### config.mk
export PLATFORM = sky130hd
export DESIGN_NAME = mac_lane_array
export DESIGN_NICKNAME = d
export VERILOG_FILES = /design/src/rtl/mac_lane_array.sv
export SDC_FILE = /design/constraint.sdc
export NUM_CORES = 1
export LEC_CHECK = 0
export ABC_AREA = 1
export ABC_CLOCK_PERIOD_IN_PS = 2930
export BUFFER_PORTS_ARGS = -buffer_cell sky130_fd_sc_hd__buf_4
export CORE_MARGIN = 1
export CORE_UTILIZATION = 45
export DETAILED_ROUTE_END_ITERATION = 16
export SLEW_MARGIN = 20
export SYNTH_ARGS = -nofsm -noshare
export SYNTH_HDL_FRONTEND = slang
export SYNTH_SLANG_ARGS = --single-unit
### constraint.sdc
create_clock -name clk -period 2.93 [get_ports clk]
set_clock_uncertainty 0.2 [all_clocks]
set_input_delay 0 -clock clk [delete_from_list [all_inputs] [get_ports clk]]
set_output_delay 0 -clock clk [all_outputs]
set_load 0.01 [all_outputs]
### src/rtl/mac_lane_array.sv
// LANES-wide multiply-accumulate array: one control FSM/element counter, per-lane MAC slices.
// Optional MAC_SAT_EN: lane accumulators clamp on overflow instead of wrapping.

module mac_lane #(
  parameter int DATA_W = 8,
  parameter int ACC_W  = 22
) (
  input  logic              clk,
  input  logic              rst_n,
  input  logic              i_clr,
  input  logic              i_en,
  input  logic              i_sgn,
  input  logic [DATA_W-1:0] i_a,
  input  logic [DATA_W-1:0] i_b,
  output logic [ACC_W-1:0]  o_acc,
  output logic              o_ovf
);
  logic signed [2*DATA_W-1:0] w_ps;
  logic        [2*DATA_W-1:0] w_pu;
  logic signed [ACC_W-1:0]    w_pse;
  logic        [ACC_W-1:0]    w_pext;
  logic        [ACC_W:0]      w_sum;
  logic        [ACC_W-1:0]    w_res;
  logic        [ACC_W-1:0]    w_next;
  logic                       w_ovf_s;
  logic                       w_ovf_u;
  logic                       w_ovf;

  assign w_ps   = (2*DATA_W)'($signed(i_a)) * (2*DATA_W)'($signed(i_b));
  assign w_pu   = (2*DATA_W)'(i_a) * (2*DATA_W)'(i_b);
  assign w_pse  = ACC_W'(w_ps);
  assign w_pext = i_sgn ? w_pse : ACC_W'(w_pu);
  assign w_sum  = {1'b0, o_acc} + {1'b0, w_pext};
  assign w_res  = w_sum[ACC_W-1:0];

  // Signed overflow: like-signed addends producing a result of the other sign.
  assign w_ovf_s = (o_acc[ACC_W-1] == w_pext[ACC_W-1]) && (w_res[ACC_W-1] != o_acc[ACC_W-1]);
  assign w_ovf_u = w_sum[ACC_W];
  assign w_ovf   = i_sgn ? w_ovf_s : w_ovf_u;

`ifdef MAC_SAT_EN
  logic [ACC_W-1:0] w_smax;
  logic [ACC_W-1:0] w_sat;
  assign w_smax = {1'b0, {(ACC_W-1){1'b1}}};
  assign w_sat  = !i_sgn ? {ACC_W{1'b1}} : (o_acc[ACC_W-1] ? ~w_smax : w_smax);
  assign w_next = w_ovf ? w_sat : w_res;
`else
  assign w_next = w_res;
`endif

  always_ff @(posedge clk or negedge rst_n) begin
    if (!rst_n) begin
      o_acc <= '0;
      o_ovf <= 1'b0;
    end else if (i_clr) begin
      o_acc <= '0;
      o_ovf <= 1'b0;
    end else if (i_en) begin
      o_acc <= w_next;
      if (w_ovf) o_ovf <= 1'b1;
    end
  end
endmodule

module mac_lane_array #(
  parameter int DATA_W = 8,
  parameter int LANES  = 4,
  parameter int LEN_W  = 6,
  parameter int ACC_W  = 22
) (
  input  logic                    clk,
  input  logic                    rst_n,
  input  logic                    start,
  input  logic [LEN_W-1:0]        len_m1,
  input  logic                    signed_mode,
  input  logic                    clear,
  input  logic                    in_valid,
  output logic                    in_ready,
  input  logic [LANES*DATA_W-1:0] a,
  input  logic [LANES*DATA_W-1:0] b,
  output logic                    out_valid,
  input  logic                    out_ready,
  output logic [LANES*ACC_W-1:0]  acc_out,
  output logic                    busy,
  output logic [LANES-1:0]        ovf
);
  typedef enum logic [1:0] {IDLE, ACCUM, HOLD} state_t;

  state_t           r_state;
  state_t           w_next;
  logic [LEN_W-1:0] r_cnt;
  logic [LEN_W-1:0] r_len;
  logic             r_sgn;
  logic             w_start;
  logic             w_beat;
  logic             w_last;
  logic             w_lane_clr;

  assign w_start    = (r_state == IDLE) && start && !clear;
  assign w_beat     = (r_state == ACCUM) && in_valid && !clear;
  assign w_last     = (r_cnt == r_len);
  assign w_lane_clr = clear || w_start;

  assign in_ready  = (r_state == ACCUM);
  assign out_valid = (r_state == HOLD);
  assign busy      = (r_state != IDLE);

  always_comb begin
    w_next = r_state;
    if (clear) begin
      w_next = IDLE;
    end else begin
      case (r_state)
        IDLE:    if (start) w_next = ACCUM;
        ACCUM:   if (in_valid && w_last) w_next = HOLD;
        HOLD:    if (out_ready) w_next = IDLE;
        default: w_next = IDLE;
      endcase
    end
  end

  always_ff @(posedge clk or negedge rst_n) begin
    if (!rst_n) begin
      r_state <= IDLE;
      r_cnt   <= '0;
      r_len   <= '0;
      r_sgn   <= 1'b0;
    end else begin
      r_state <= w_next;
      if (clear) begin
        r_cnt <= '0;
      end else if (w_start) begin
        r_cnt <= '0;
        r_len <= len_m1;
        r_sgn <= signed_mode;
      end else if (w_beat) begin
        // Return to zero on the last beat so a max-length job never wraps mid-job.
        r_cnt <= w_last ? '0 : r_cnt + 1'b1;
      end
    end
  end

  for (genvar i = 0; i < LANES; i++) begin : g_lane
    mac_lane #(.DATA_W(DATA_W), .ACC_W(ACC_W)) u_lane (
      .clk   (clk),
      .rst_n (rst_n),
      .i_clr (w_lane_clr),
      .i_en  (w_beat),
      .i_sgn (r_sgn),
      .i_a   (a[i*DATA_W +: DATA_W]),
      .i_b   (b[i*DATA_W +: DATA_W]),
      .o_acc (acc_out[i*ACC_W +: ACC_W]),
      .o_ovf (ovf[i])
    );
  end
endmodule

==> results.yml, run 1 <==
critical_path:
  worst-endpoint-required_ps: 3000
  cp_slowest_cell: "fa_1"
  cp.arrival_ps: 4990
  r2r-end: "g_lane[0].u_lane.o_acc[11]"
  worstSetupPathType: "in2reg"
  r2r_cells: 14
  end_kind: "register"
  worstPathMaxFanout: 8
  max_stage_delay_ps: 600
  worstSetupStartpointType: "primary input"
  r2r_setup_slack_ps: -20
  regToRegStartpoint: "r_sgn"
  crit_path_frequent_cell: "nand2_2"
worst_hold_path:
  hp-start: "a[24]"
  hold_end: "g_lane[3].u_lane.o_acc[0]"
  hp-class: "in2reg"
  hold_depth: 6
finish:
  postLayoutCoreUtil: 0.708
  diodes: 0
  syn_to_final_growth_pct: 54.3
  layout_commonest_cell: "inv_1"
  layout-drive-gt1-share: 0.425
  layout_common_cells: "774 x inv_1, 650 x buf_4, 625 x nand2_1, 314 x fa_1, 176 x ha_1"
  nNetsFinal: 5300
floorplanning:
  die_w_um: 246
  die_y_um: 246
  initial_core_util: 0.459
  core-area_um2: 58100
  io_pins: 172
  dieArea_um2: 60300
  rows: 88
synth:
  async_flop_share: 1.00
  yosysWarnings: 0
  ys_seq_area_frac: 0.100
  synthCells: 3781
  syn_area_um2: 26700
  synth_edf_count: 0
  syn_nets: 4523
  syn_area_per_cell_um2: 7.06
  ys_ff_latch: 107
  synth_cell_type_count: 50
  synth_ff_type: "dfrtp_1"
sta:
  hold_ws_ps: 41.0
  timing.fmax_mhz: 203
  period_share: 1.68
  hold_violations: 0
  slew_headroom: 0.681
  period_needed_ps: 4920
  rsz0062_at_grt: "yes"
  setup_viol: 76
  fin_ws_ps: -1990
  tightest_slew_ps: 478
  slew_violations: 0
  setup_tns_ps: -118250
clock_network:
  clockBufferDepth: 2
  cts.htree.levels: 3
  insertion_delay_ps: 390
  cts_buffers: 9
  cts_tree: "yes"
  clkSinkCount: 107
  clkTransAtPathRegs_ps: 90
  clock-root-buffer: "clkbuf_16"
global_routing:
  grt_pass1_wl_um: 136000
  grtUsageTotal: 0.280
  grt_max_degree: 71
  grt_pass1_vias: 27300
  grt_overflow: 0
  antenna_found_initial: 0
route:
  first_pass_iters: 5
  drt_iter0_drc: 1134
  drt_wl_total_um: 83700
  drc: 0
  vias: 26400
  viasPerCell: 4.96
  ant_nets: 0
  wl_per_cell_um: 15.7
power:
  power.leakage_nw: 21.7
  ir_drop_uv: 798
  power_density_nw_per_um2: 1090
status:
  failed_checks: "setup timing"
  status: "finished, violations left"
job:
  maxCapViolCount: 0
placement:
  gp_congestion: 0.904
  pre_cts_slack_ps: -2490
  io_buffers: 171
  dpl.hpwl_um: 66500
-- final cells by class --
cell class / count / area (um2)
Clock inverter: 7 / 120
Multi-Input combinational cell: 2613 / 25800
Fill cell: 4624 / 16900
Tap cell: 765 / 957
Sequential cell: 107 / 2680
Timing Repair Buffer: 869 / 7720
Inverter: 958 / 3690
Clock buffer: 9 / 225
-- repair_timing --
action,4_1_cts,5_1_grt
hold buffers,28,0
hold endpoints to repair,119,0
setup endpoints to repair,78,79
setup buffers,98,45
gates resized for setup,794,316
pin swaps,431,303
-- metal layers --
| metal | routed length (um) | global-route usage |
|---|---|---|
| met5 | 0 | 0 |
| met2 | 40300 | 0.467 |
| met1 | 39100 | 0.396 |
| met4 | 1040 | 0.0512 |
| met3 | 3240 | 0.0278 |
-- worst max-delay path by stage --
stage / startpoint / cells past startpoint / end
floorplan: b[7] / 30 / g_lane[0].u_lane.o_ovf
global placement: a[3] / 27 / g_lane[0].u_lane.o_acc[21]
detailed placement: a[3] / 27 / g_lane[0].u_lane.o_acc[21]
CTS: b[15] / 31 / g_lane[1].u_lane.o_ovf
global route: b[15] / 31 / g_lane[1].u_lane.o_ovf
finish: b[15] / 29 / g_lane[1].u_lane.o_ovf
-- synth_stat cells (4+ instances only) --
cell / count / area share
or2_2: 32 / 0.0075
nand3b_1: 6 / 0.0017
a22o_1: 4 / 0.0013
nand3_1: 109 / 0.020
fa_1: 344 / 0.26
inv_1: 955 / 0.13
a211oi_1: 8 / 0.0022
o21a_1: 6 / 0.0017
a32o_1: 4 / 0.0015
nand2_1: 900 / 0.13
a31oi_1: 11 / 0.0026
nor3_1: 38 / 0.0071
a21oi_1: 248 / 0.046
o21ai_0: 178 / 0.033
nor2_1: 195 / 0.027
o21bai_1: 32 / 0.0090
buf_4: 10 / 0.0028
ha_1: 321 / 0.15
dfrtp_1: 107 / 0.10
o22ai_1: 12 / 0.0028
nor4_1: 6 / 0.0014
a21o_1: 7 / 0.0020
o21ai_1: 12 / 0.0022
buf_2: 8 / 0.0015
nand4_1: 33 / 0.0077
clkbuf_1: 82 / 0.012
xnor2_1: 29 / 0.0095
xor2_1: 35 / 0.011
o31ai_1: 9 / 0.0025
mux2i_1: 5 / 0.0019
-- cells by family after synthesis --
family / after synthesis / share of synthesized area
xor+xnor: 64 / 0.0210
buf+inv: 1061 / 0.151
flops: 107 / 0.100
compound gates: 544 / 0.112
mux: 6 / 0.00230
fa+ha+maj: 665 / 0.408
simple gates: 1334 / 0.205
-- power breakdown --
part | total [W] | switching [W] | internal, W
Clock | 0.00148 | 0.000709 | 0.000775
Combinational | 0.0414 | 0.0218 | 0.0196
Sequential | 0.00206 | 0.000346 | 0.00171
-- registers in the layout (all words and copies together) (netlist names) --
| register | cells |
|---|---|
| r_sgn | 1 |
| r_cnt | 6 |
| g_lane.u_lane.o_acc | 88 |
| r_len | 6 |
| r_state | 2 |
| g_lane.u_lane.o_ovf | 4 |
-- critical path, delay by kind of cell --
kind                     cells  cell delay [ps]
AND/OR/NAND/NOR             16             1610
AO/OA/AOI/OAI                2              190
buffers and inverters        5              460
adder cells (fa/ha/maj)      6             2710
-- through the flow --
stage / std cells / cell area [um2] / total power [W]
4_1_cts: 5290 / 39700 / 0.0406
3_3_place_gp: 5159 / 35300 / 0.0314
5_1_grt: 5328 / 41200 / 0.0484
2_1_floorplan: 3781 / 30100 / 0.0216
6_report: 5328 / 41200 / 0.0450
3_5_place_dp: 5159 / 35300 / 0.0316
Note: power is estimated with default switching activity, not from simulation.
==> run 2, diff against run 1 <==
--- a/config.mk
+++ b/config.mk
@@ -5,13 +5,11 @@
 export SDC_FILE = /design/constraint.sdc
 export NUM_CORES = 1
 export LEC_CHECK = 0
-export ABC_AREA = 1
 export ABC_CLOCK_PERIOD_IN_PS = 2930
 export BUFFER_PORTS_ARGS = -buffer_cell sky130_fd_sc_hd__buf_4
 export CORE_MARGIN = 1
 export CORE_UTILIZATION = 45
 export DETAILED_ROUTE_END_ITERATION = 16
-export SLEW_MARGIN = 20
 export SYNTH_ARGS = -nofsm -noshare
 export SYNTH_HDL_FRONTEND = slang
 export SYNTH_SLANG_ARGS = --single-unit
==> run 2 against run 1 <==
The flow still finishes with violations (setup timing). Cell count fell by 14%. Critical endpoint is now g_lane[2].u_lane.o_acc[21]. Clock power down 7%. First-iteration DRC count down 32%. Synthesized cell count down 21%. Power shrank 22%. Design area down 10%.
==> results.yml, run 2 <==
global_routing:
  grt_max_degree: 87
  busiest_layer: "met2"
  use_met1: 0.316
  grtUsageTotal: 0.260
  met3_usage: 0.0308
  grt_use_met2: 0.481
  grt_overflow: 0
  grt_pass1_vias: 24900
  antenna_found_initial: 0
  grt_pass1_wl_um: 121000
sta:
  fin_ws_ps: -2510
  tightest_slew_ps: 1090
  slew_violations: 0
  slew_headroom: 0.271
  period_share: 1.86
  setup_tns_ps: -134690
  rsz0062_at_grt: "yes"
  setup_viol: 76
  hold_violations: 0
  timing.fmax_mhz: 184
  period_needed_ps: 5440
route:
  viasPerCell: 5.00
  vias: 22800
  first_pass_iters: 5
  drt_wl_total_um: 72200
  drc: 0
  wl_per_cell_um: 15.8
  ant_nets: 0
  drt_iter0_drc: 769
clock_network:
  insertion_delay_ps: 390
  clock-root-buffer: "clkbuf_16"
  cts_buffers: 9
  clkTransAtPathRegs_ps: 80
  cts.htree.levels: 3
  clkSinkCount: 107
  cts_tree: "yes"
  clockBufferDepth: 2
synth:
  syn_area_per_cell_um2: 8.43
  yosys-top-cells-area: "fa_1 27%, ha_1 16%, dfrtp_1 11%, inv_1 9.9%, nand2_1 4.6%"
  synth_edf_count: 0
  ys_ff_latch: 107
  ys_seq_area_frac: 0.106
  syn_nets: 3725
  synth_top_area_share: 0.274
  synth_commonest_cells: "662 x inv_1, 344 x fa_1, 321 x ha_1"
  synthCells: 2983
  synth_cell_type_count: 73
  yosysWarnings: 0
  yosys.area.top_type: "fa_1"
  syn_area_um2: 25200
  yosysMostFrequentCell: "inv_1"
  async_flop_share: 1.00
  synth_ff_type: "dfrtp_1"
finish:
  syn_to_final_growth_pct: 47.0
  diodes: 0
  final_cells: 4562
  nNetsFinal: 4551
  layout_commonest_cell: "buf_4"
  layout-drive-gt1-share: 0.402
  largest_reg_flops: 88
  layout_common_cells: "703 x buf_4, 569 x inv_1, 325 x fa_1, 256 x nand2_1, 218 x ha_1"
  reg_top3: "g_lane.u_lane.o_acc x88, r_cnt x6, r_len x6"
  top_register: "g_lane.u_lane.o_acc"
floorplanning:
  io_pins: 172
  initial_core_util: 0.456
  rows: 86
  core-area_um2: 55200
  die_w_um: 238
  dieArea_um2: 56800
  die_y_um: 238
placement:
  place_inst: 4429
  io_buffers: 171
  gp_congestion: 0.895
  dpl.hpwl_um: 58200
power:
  p_clk_frac: 0.039
  switchingPower_w: 0.0161
  ir_drop_uv: 638
  power.leakage_nw: 18.7
  internal-power_w: 0.0189
  combPwrFrac: 0.910
  p_seq_frac: 0.051
  power_density_nw_per_um2: 947
  switching_share: 0.460
critical_path:
  worst-endpoint-required_ps: 3010
  startpoint: "b[19]"
  r2r_setup_slack_ps: -600
  r2r-end: "g_lane[0].u_lane.o_acc[16]"
  worstSetupStartpointType: "primary input"
  cp.arrival_ps: 5520
  worstPathMaxFanout: 5
  r2r_cells: 12
  end_kind: "register"
  worstSetupPathType: "in2reg"
  regToRegStartpoint: "r_sgn"
job:
  maxCapViolCount: 0
worst_hold_path:
  hold_depth: 6
  hp-start: "a[16]"
  hold_end: "g_lane[2].u_lane.o_acc[0]"
  hp-class: "in2reg"
status:
  status: "finished, violations left"
  failed_checks: "setup timing"
-- run 2: changes by cell type after synthesis, moves of 28 or more --
| cell | change |
|---|---|
| nand2_1 | -594 |
| inv_1 | -293 |
| and2_1 | +142 |
| nor2_1 | -104 |
| xnor2_1 | +95 |
| o21ai_0 | -78 |
| nand3_1 | -76 |
| a21o_1 | +46 |
| nand2b_1 | +45 |
| a21oi_1 | -34 |
| clkbuf_1 | -29 |
| nor2b_1 | +28 |
-- run 2: what timing repair did --
action,4_1_cts,5_1_grt
gates resized for setup,393,275
hold buffers,13,0
pin swaps,289,271
endpoints found under the hold margin,125,0
endpoints found under the setup margin,76,78
buffers inserted,87,65
gates cloned,0,0
-- run 2: how the worst max path moves through the flow --
| stage | to | slack [ps] | depth (start not counted) |
|---|---|---|---|
| after floorplan | g_lane[2].u_lane.o_acc[21] | -2740 | 25 |
| after global placement | g_lane[2].u_lane.o_acc[21] | -2920 | 25 |
| after detailed placement | g_lane[0].u_lane.o_ovf | -2990 | 27 |
| after CTS | g_lane[2].u_lane.o_acc[21] | -2440 | 26 |
| after global routing | g_lane[1].u_lane.o_ovf | -2690 | 27 |
| final | g_lane[2].u_lane.o_acc[21] | -2510 | 26 |
-- run 2: layout make-up --
type / count / area, um2
clock buffers: 12 / 256
repair buffers: 881 / 7440
well taps: 748 / 936
multi-input cells: 2148 / 23100
inverters: 662 / 2500
flip-flops and latches: 107 / 2680
fillers: 4440 / 18200
clock inverters: 4 / 57.6
-- run 2: power by group through the flow --
stage	Clock, W	Sequential (W)	Combinational, W
after global placement	0	0.00180	0.0243
after detailed placement	0	0.00180	0.0249
after floorplan	0	0.00179	0.0161
after CTS	0.00142	0.00178	0.0285
after global routing	0.00147	0.00180	0.0350
final	0.00137	0.00179	0.0319
-- run 2: through the flow --
| step | cell area [um2] | hold slack, ps | setup slack [ps] | power (W) | utilization |
|---|---|---|---|---|---|
| after global routing | 37000 | 133 | -2690 | 0.0382 | 0.670 |
| after CTS | 35400 | 42.0 | -2440 | 0.0317 | 0.641 |
| after detailed placement | 32800 | -402 | -2990 | 0.0266 | 0.594 |
| final | 37000 | 68.0 | -2510 | 0.0350 | 0.670 |
| after floorplan | 26400 | -496 | -2740 | 0.0179 | - |
| after global placement | 32800 | -403 | -2920 | 0.0261 | 0.594 |
-- run 2: logic make-up (layout without fill, tap and decap cells) --
family,count (synthesis),after routing,share of synthesized area
and+or+nand+nor,754,754,0.146
buffers and inverters,728,1559,0.109
AOI/OAI and AO/OA,526,526,0.131
adders and majority gates,665,665,0.434
DFF,107,107,0.106
muxes,32,32,0.0137
xor gates and xnor gates,171,171,0.0595
-- run 2: worst max-delay path: stages --
cell and delay, ps:
buf_8 110, and2_4 150, fa_1 550, inv_2 50
fa_1 530, inv_1 50, fa_1 490, inv_1 50
fa_1 500, inv_2 50, ha_4 280, a21oi_4 60
o21ai_2 140, a21oi_2 70, o21a_1 220, o21ai_2 160
xnor2_1 130, mux2i_1 90, ha_1 330, a21o_1 200
a21oi_2 180, nand2_2 90, o21a_2 230, o31a_1 250
or3_1 310, a32o_1 250
-- run 2: per-layer routing --
layer	vias up	share of wire
li1	11100	-
met1	11300	0.42
met2	295	0.52
met3	99	0.030
met4	0	0.025
met5	-	0
